## src/rtl/tl_pkg.sv

```systemverilog
// Shared state encoding, lamp codes and timer width for the traffic controller.
package tl_pkg;

  typedef enum logic [1:0] {
    ST_GREEN   = 2'd0,
    ST_YELLOW  = 2'd1,
    ST_ALL_RED = 2'd2,
    ST_FLASH   = 2'd3
  } tl_state_e;

  // Lamp codes per road, ordered {R,Y,G}
  localparam logic [2:0] RYG_RED = 3'b100;
  localparam logic [2:0] RYG_YEL = 3'b010;
  localparam logic [2:0] RYG_GRN = 3'b001;
  localparam logic [2:0] RYG_OFF = 3'b000;

  localparam int unsigned DUR_W = 16;

endpackage

```

## src/rtl/tl_tick_timer.sv

```systemverilog
// Prescaler plus tick counter; load restarts both, done marks the last cycle of a duration.
module tl_tick_timer
  import tl_pkg::*;
#(
  parameter int unsigned TICK_DIV = 10_000_000
) (
  input  logic             clk,
  input  logic             rst,
  input  logic             load,
  input  logic [DUR_W-1:0] duration,
  output logic             tick,
  output logic             done
);

  localparam int unsigned PS_W = (TICK_DIV > 1) ? $clog2(TICK_DIV) : 1;

  logic [PS_W-1:0]  prescale_q, prescale_d;
  logic [DUR_W-1:0] count_q, count_d;

  assign tick = (prescale_q == PS_W'(TICK_DIV - 1));
  // Count holds at duration-1 once reached, so done re-pulses on every later tick.
  assign done = tick && (count_q == duration - DUR_W'(1));

  always_comb begin
    prescale_d = tick ? '0 : prescale_q + PS_W'(1);
    count_d    = count_q;
    if (tick && !done) count_d = count_q + DUR_W'(1);
    if (load) begin
      prescale_d = '0;
      count_d    = '0;
    end
  end

  always_ff @(posedge clk or posedge rst) begin
    if (rst) begin
      prescale_q <= '0;
      count_q    <= '0;
    end else begin
      prescale_q <= prescale_d;
      count_q    <= count_d;
    end
  end

endmodule

```

## src/rtl/multi_phase_traffic_ctrl.sv

```systemverilog
// Multi-approach traffic light controller: primary road 0 rests green, side roads
// are served round-robin on demand, and a fault request forces a flashing mode.
module multi_phase_traffic_ctrl
  import tl_pkg::*;
#(
  parameter int unsigned N_ROADS   = 4,
  parameter int unsigned TICK_DIV  = 10_000_000,
  parameter int unsigned GREEN_MIN = 10,
  parameter int unsigned SEC_GREEN = 8,
  parameter int unsigned YELLOW    = 3,
  parameter int unsigned ALL_RED   = 1
) (
  input  logic                   clk,
  input  logic                   reset,
  input  logic                   fault,
  input  logic [N_ROADS-1:0]     sensor,
  output logic [3*N_ROADS-1:0]   light_RYG,
  output logic [2:0]             active_road,
  output logic                   fault_active
);

  function automatic logic [2:0] next_road(input logic [2:0] cur, input logic [N_ROADS-1:0] dem);
    logic [2:0] sel;
    logic       found;
    sel   = '0;
    found = 1'b0;
    for (int unsigned i = 1; i < N_ROADS; i++)
      if (!found && dem[i] && (i > 32'(cur))) begin
        sel   = 3'(i);
        found = 1'b1;
      end
    for (int unsigned i = 1; i < N_ROADS; i++)
      if (!found && dem[i]) begin
        sel   = 3'(i);
        found = 1'b1;
      end
    return sel;
  endfunction

  function automatic logic [3*N_ROADS-1:0] lights_for(input tl_state_e st, input logic [2:0] cur,
                                                       input logic phase);
    logic [3*N_ROADS-1:0] l;
    l = '0;
    for (int unsigned i = 0; i < N_ROADS; i++) begin
      case (st)
        ST_GREEN:   l[3*i +: 3] = (3'(i) == cur) ? RYG_GRN : RYG_RED;
        ST_YELLOW:  l[3*i +: 3] = (3'(i) == cur) ? RYG_YEL : RYG_RED;
        ST_ALL_RED: l[3*i +: 3] = RYG_RED;
        default:    l[3*i +: 3] = !phase ? RYG_OFF : ((i == 0) ? RYG_YEL : RYG_RED);
      endcase
    end
    return l;
  endfunction

  logic                 fault_s1_q, fault_s2_q;
  logic [N_ROADS-1:0]   sensor_s1_q, sensor_s2_q;
  tl_state_e            state_q, state_d;
  logic [2:0]           cur_q, cur_d;
  logic [N_ROADS-1:0]   demand_q, demand_d, clr_mask;
  logic                 min_done_q, min_done_d;
  logic                 phase_q, phase_d;
  logic                 recover_q, recover_d;
  logic [3*N_ROADS-1:0] light_q, light_d;
  logic [2:0]           active_q;
  logic                 fault_active_q;
  logic                 load, tick, done, any_demand;
  logic [DUR_W-1:0]     duration;

  assign any_demand = |demand_q;

  always_comb begin
    case (state_q)
      ST_GREEN:   duration = (cur_q == '0) ? DUR_W'(GREEN_MIN) : DUR_W'(SEC_GREEN);
      ST_YELLOW:  duration = DUR_W'(YELLOW);
      ST_ALL_RED: duration = DUR_W'(ALL_RED);
      default:    duration = DUR_W'(1);
    endcase
  end

  tl_tick_timer #(.TICK_DIV(TICK_DIV)) u_timer (
    .clk      (clk),
    .rst      (reset),
    .load     (load),
    .duration (duration),
    .tick     (tick),
    .done     (done)
  );

  always_comb begin
    state_d    = state_q;
    cur_d      = cur_q;
    min_done_d = min_done_q;
    phase_d    = phase_q;
    recover_d  = recover_q;
    load       = 1'b0;
    clr_mask   = '0;
    if (fault_s2_q) begin
      if (state_q != ST_FLASH) begin
        state_d = ST_FLASH;
        cur_d   = '0;
        phase_d = 1'b1;
        load    = 1'b1;
      end else if (tick) begin
        phase_d = ~phase_q;
      end
    end else begin
      case (state_q)
        ST_GREEN: begin
          if (cur_q == '0) begin
            if (done) min_done_d = 1'b1;
            if ((min_done_q || done) && any_demand) begin
              state_d = ST_YELLOW;
              load    = 1'b1;
            end
          end else if (done) begin
            state_d = ST_YELLOW;
            load    = 1'b1;
          end
        end
        ST_YELLOW: begin
          if (done) begin
            state_d = ST_ALL_RED;
            load    = 1'b1;
          end
        end
        ST_ALL_RED: begin
          if (done) begin
            // Leaving a fault recovery always returns to the primary road.
            state_d    = ST_GREEN;
            load       = 1'b1;
            min_done_d = 1'b0;
            recover_d  = 1'b0;
            cur_d      = recover_q ? 3'd0 : next_road(cur_q, demand_q);
            clr_mask   = N_ROADS'(1) << cur_d;
          end
        end
        default: begin
          state_d   = ST_ALL_RED;
          load      = 1'b1;
          recover_d = 1'b1;
          phase_d   = 1'b0;
        end
      endcase
    end
    demand_d = (demand_q | (sensor_s2_q & ~N_ROADS'(1))) & ~clr_mask;
    light_d  = lights_for(state_d, cur_d, phase_d);
  end

  always_ff @(posedge clk or posedge reset) begin
    if (reset) begin
      fault_s1_q     <= 1'b0;
      fault_s2_q     <= 1'b0;
      sensor_s1_q    <= '0;
      sensor_s2_q    <= '0;
      state_q        <= ST_GREEN;
      cur_q          <= '0;
      demand_q       <= '0;
      min_done_q     <= 1'b0;
      phase_q        <= 1'b0;
      recover_q      <= 1'b0;
      light_q        <= lights_for(ST_GREEN, 3'd0, 1'b0);
      active_q       <= '0;
      fault_active_q <= 1'b0;
    end else begin
      fault_s1_q     <= fault;
      fault_s2_q     <= fault_s1_q;
      sensor_s1_q    <= sensor;
      sensor_s2_q    <= sensor_s1_q;
      state_q        <= state_d;
      cur_q          <= cur_d;
      demand_q       <= demand_d;
      min_done_q     <= min_done_d;
      phase_q        <= phase_d;
      recover_q      <= recover_d;
      light_q        <= light_d;
      active_q       <= cur_d;
      fault_active_q <= (state_d == ST_FLASH);
    end
  end

  assign light_RYG    = light_q;
  assign active_road  = active_q;
  assign fault_active = fault_active_q;

endmodule

```

## config.mk

```make
export PLATFORM = sky130hd
export DESIGN_NAME = multi_phase_traffic_ctrl
export DESIGN_NICKNAME = d
export VERILOG_FILES = /design/src/rtl/tl_pkg.sv /design/src/rtl/tl_tick_timer.sv /design/src/rtl/multi_phase_traffic_ctrl.sv
export SDC_FILE = /design/constraint.sdc
export NUM_CORES = 1
export LEC_CHECK = 0
export CAP_MARGIN = 20
export CELL_PAD_IN_SITES_DETAIL_PLACEMENT = 0
export CELL_PAD_IN_SITES_GLOBAL_PLACEMENT = 1
export CORE_AREA = 5 5 103 105
export DETAILED_ROUTE_END_ITERATION = 8
export DIE_AREA = 0 0 108 110
export PLACE_DENSITY = 0.78
export SYNTH_ARGS = -nofsm -noshare
export SYNTH_HDL_FRONTEND = slang
export SYNTH_SLANG_ARGS = --single-unit
```

## constraint.sdc

```tcl
create_clock -name clk -period 3 [get_ports clk]
set_input_delay 0.6 -clock clk [delete_from_list [all_inputs] [get_ports clk]]
set_output_delay 0.6 -clock clk [all_outputs]
set_load 0.02 [all_outputs]
```

==> impl_metrics.csv <==
group,metric,value,unit
worst_setup_path,cp_data_required_time,3.27,ns
place,postPlaceCellArea,4135,µm²
timing,fin_hold_ws,0.3522,ns
hold_path,hp-start,"sensor_s1_q[2]",
finish,syn2layout_area_growth,17.46,%
power_and_ir_drop,irDropWorstVdd,0.4209,mV
worst_setup_path,setup.worst_path.start_class,"register",
floorplanning,ios,23,
finish,final_area,4335,µm²
logic_synthesis,avgSynthCellArea,9.765,µm²
routing,drtIter0Drc,149,
worst_setup_path,end_kind,"register",
timing,post-route-min-period,2.771,ns
power_and_ir_drop,seq_power_share,42.8,%
worst_setup_path,critical_path_class,"register to register",
logic_synthesis,syn_inst,378,
routing,viasPerCell,5.034,
clocking,cts_setup_buffers,0,
power_and_ir_drop,p_int,1.712,mW
grt,grt_pass1_wl,12.86,mm
floorplanning,std_cell_rows,36,
logic_synthesis,ys_ff_latch,73,
logic_synthesis,yosysUniqueCellTypes,59,
logic_synthesis,syn_area,3691,µm²
timing,tightest_slew,0.7153,ns
worst_setup_path,r2r-start,"state_q[0]",
grt,grt.total_usage,13.64,%
finish,fin_util,45.40,%
finish,fillerInstances,931,
finish,fin_cells,552,
finish,n_antenna_cell,0,
timing,fmax,360.9,MHz
place,port_buffers,21,
power_and_ir_drop,leakagePower,1.806,nW
routing,ant_nets,0,
worst_setup_path,crit_start,"state_q[0]",
timing,finalCritPeriodShare,92.35,%
floorplanning,design.core.area,9549,µm²
power_and_ir_drop,p_switching,0.9029,mW
finish,drive_gt1_share,13.37,%
logic_synthesis,synth_edf_count,0,
clocking,cts.repair.resized,0,
clocking,cts-root-buf,"clkbuf_8",
logic_synthesis,ys.flop_type,"dfrtp_1",
logic_synthesis,ys.warnings.count,0,
place,gp_congestion,0.7786,
routing,wl_per_cell,13.70,µm
flow_run,drv_cap,0,
power_and_ir_drop,p_comb_share,30.5,%
floorplanning,fp.dieH,110,µm
grt,grt_max_degree,36,
logic_synthesis,syn-num-nets,393,
clocking,cts_tree,"built",
timing,finClkSkew,0.01402,ns
power_and_ir_drop,totalPowerFinal,2.615,mW
logic_synthesis,async_reset_ff_share,100.0,%
timing,setup_violations,0,
routing,drc,0,
power_and_ir_drop,sw_frac_of_total,34.52,%
power_and_ir_drop,p_clk_share,26.7,%
routing,routed_wl,7.563,mm
floorplanning,dieArea,11880,µm²
worst_setup_path,path_max_fanout,8,
clocking,clkSlewWorstSetupHoldPaths,0.08,ns
routing,drt_first_pass_iters,4,
outcome,status,"finished, final reports clean",
routing,vias,2779,
clocking,clockBufferDepth,2,
floorplanning,initial_utilization,38.65,%
grt,grt_pass1_vias,2698,
worst_setup_path,crit_arrival,3.04,ns
place,dpl.hpwl,5.492,mm
hold_path,hold_class,"register to register",
clocking,clk_latency,0.35,ns
clocking,htreeDepth,3,
logic_synthesis,yosysTopAreaCell,"dfrtp_1",
power_and_ir_drop,power_density,603.3,nW/µm²
grt,globalRoute.totalOverflow,0,
clocking,postCtsHoldBufs,0,
finish,fin_nets,429,
logic_synthesis,synthTopCellsByArea,"dfrtp_1 (47%), nor2_1 (6.5%), xor2_1 (4.7%)",
clocking,cts_made_buffers,9,
timing,slew_violations,0,
grt,antenna_found_initial,0,
place,dp.cells,536,
logic_synthesis,synth_seq_area_share,49.63,%
logic_synthesis,synth_top_area_share,46.78,%
clocking,cts_num_sinks,73,
floorplanning,die_w,108,µm
timing,hold_viol_final,0,
timing,max_slew_margin,52.24,%
-- sequential cells by signal, indices dropped and copies added (netlist names) --
register / count
active_road: 3
min_done_q: 1
u_timer.count_q: 16
sensor_s1_q: 3
u_timer.prescale_q: 24
fault_s2_q: 1
sensor_s2_q: 3
state_q: 2
phase_q: 1
light_RYG: 12
fault_s1_q: 1
fault_active: 1
recover_q: 1
demand_q: 4
-- critical path: stages (launching register included) --
cell,delay [ns]
dfrtp_2,0.41
inv_1,0.10
ha_1,0.22
buf_4,0.17
xnor2_1,0.20
mux2i_1,0.33
nor3_2,0.13
and2b_1,0.37
a21oi_2,0.09
or4_1,0.50
a21oi_1,0.17
-- worst paths after layout --
check | to | slack (ns) | cells past startpoint
max in group asynchronous | u_timer.prescale_q[11] | 1.65 | 3
min in group asynchronous | light_RYG[4] | 0.68 | 2
worst min-delay path | sensor_s2_q[2] | 0.35 | 0
worst min register to register | sensor_s2_q[2] | 0.35 | 0
worst max register to register | u_timer.count_q[15] | 0.23 | 10
worst max-delay path | u_timer.count_q[15] | 0.23 | 10
-- power groups by stage --
stage	registers [mW]	clock network (mW)	logic (mW)
2_1_floorplan	1.18	0	0.471
3_3_place_gp	1.13	0	0.776
3_5_place_dp	1.14	0	0.789
4_1_cts	1.12	0.721	0.792
5_1_grt	1.13	0.764	0.890
6_report	1.12	0.697	0.798
-- Yosys cell counts (all sizes together), types with 7 or more instances --
cell and count:
a21oi 16, dfrtp 69, nand3 20, o21ai 13
inv 11, xor2 20, or3 10, ha 8
nor2 64, xnor2 15, nor4 7, nand4 7
nand2 28, nor3 8, and4 7
-- metrics by stage --
step	setup WS, ns	TNS, ns
final	0.2294	0
after global routing	-0.01061	-0.01061
after CTS	0.1055	0
after detailed placement	0.1423	0
after global placement	0.1578	0
after floorplan	0.2018	0
-- final cells by class --
cell class / instances / area (µm²) / area share [%]
Multi-Input combinational cell: 282 / 1772 / 40.87
Timing Repair Buffer: 37 / 342.8 / 7.908
Clock inverter: 6 / 42.54 / 0.9812
Sequential cell: 73 / 1833 / 42.28
Tap cell: 133 / 166.4 / 3.838
Clock buffer: 10 / 137.6 / 3.175
Inverter: 11 / 41.29 / 0.9524
-- kinds of logic (layout without fill, tap and decap cells) --
family | after synthesis | after routing | synth area share (%)
simple gates | 187 | 187 | 27.12
flops | 73 | 73 | 49.63
compound gates | 50 | 50 | 8.814
xor+xnor | 35 | 35 | 8.305
buf+inv | 23 | 64 | 2.881
fa+ha+maj | 8 | 8 | 2.712
mux | 2 | 2 | 0.5424
-- per-layer routing --
metal / up-vias / global-route usage, % / routed length (µm)
met5: - / 0 / 0
met4: 0 / 4.058 / 81
met3: 8 / 3.378 / 227
met2: 39 / 23.00 / 3705
met1: 1348 / 17.45 / 3548
li1: 1384 / - / -
-- placed cells by master, fill, tap and decap left out, types with 8 or more instances in the layout --
master / netlist / routed
or3_1: 10 / 10
ha_1: 8 / 8
clkbuf_8: 0 / 10
nand2_1: 28 / 28
o21ai_0: 12 / 12
nor2_1: 64 / 64
xnor2_1: 15 / 15
nand3_1: 19 / 19
xor2_1: 20 / 20
buf_4: 2 / 15
dfrtp_1: 69 / 68
inv_1: 10 / 9
a21oi_1: 15 / 15
clkdlybuf4s50_1: 0 / 21
Note: power is estimated with default switching activity, not from simulation.
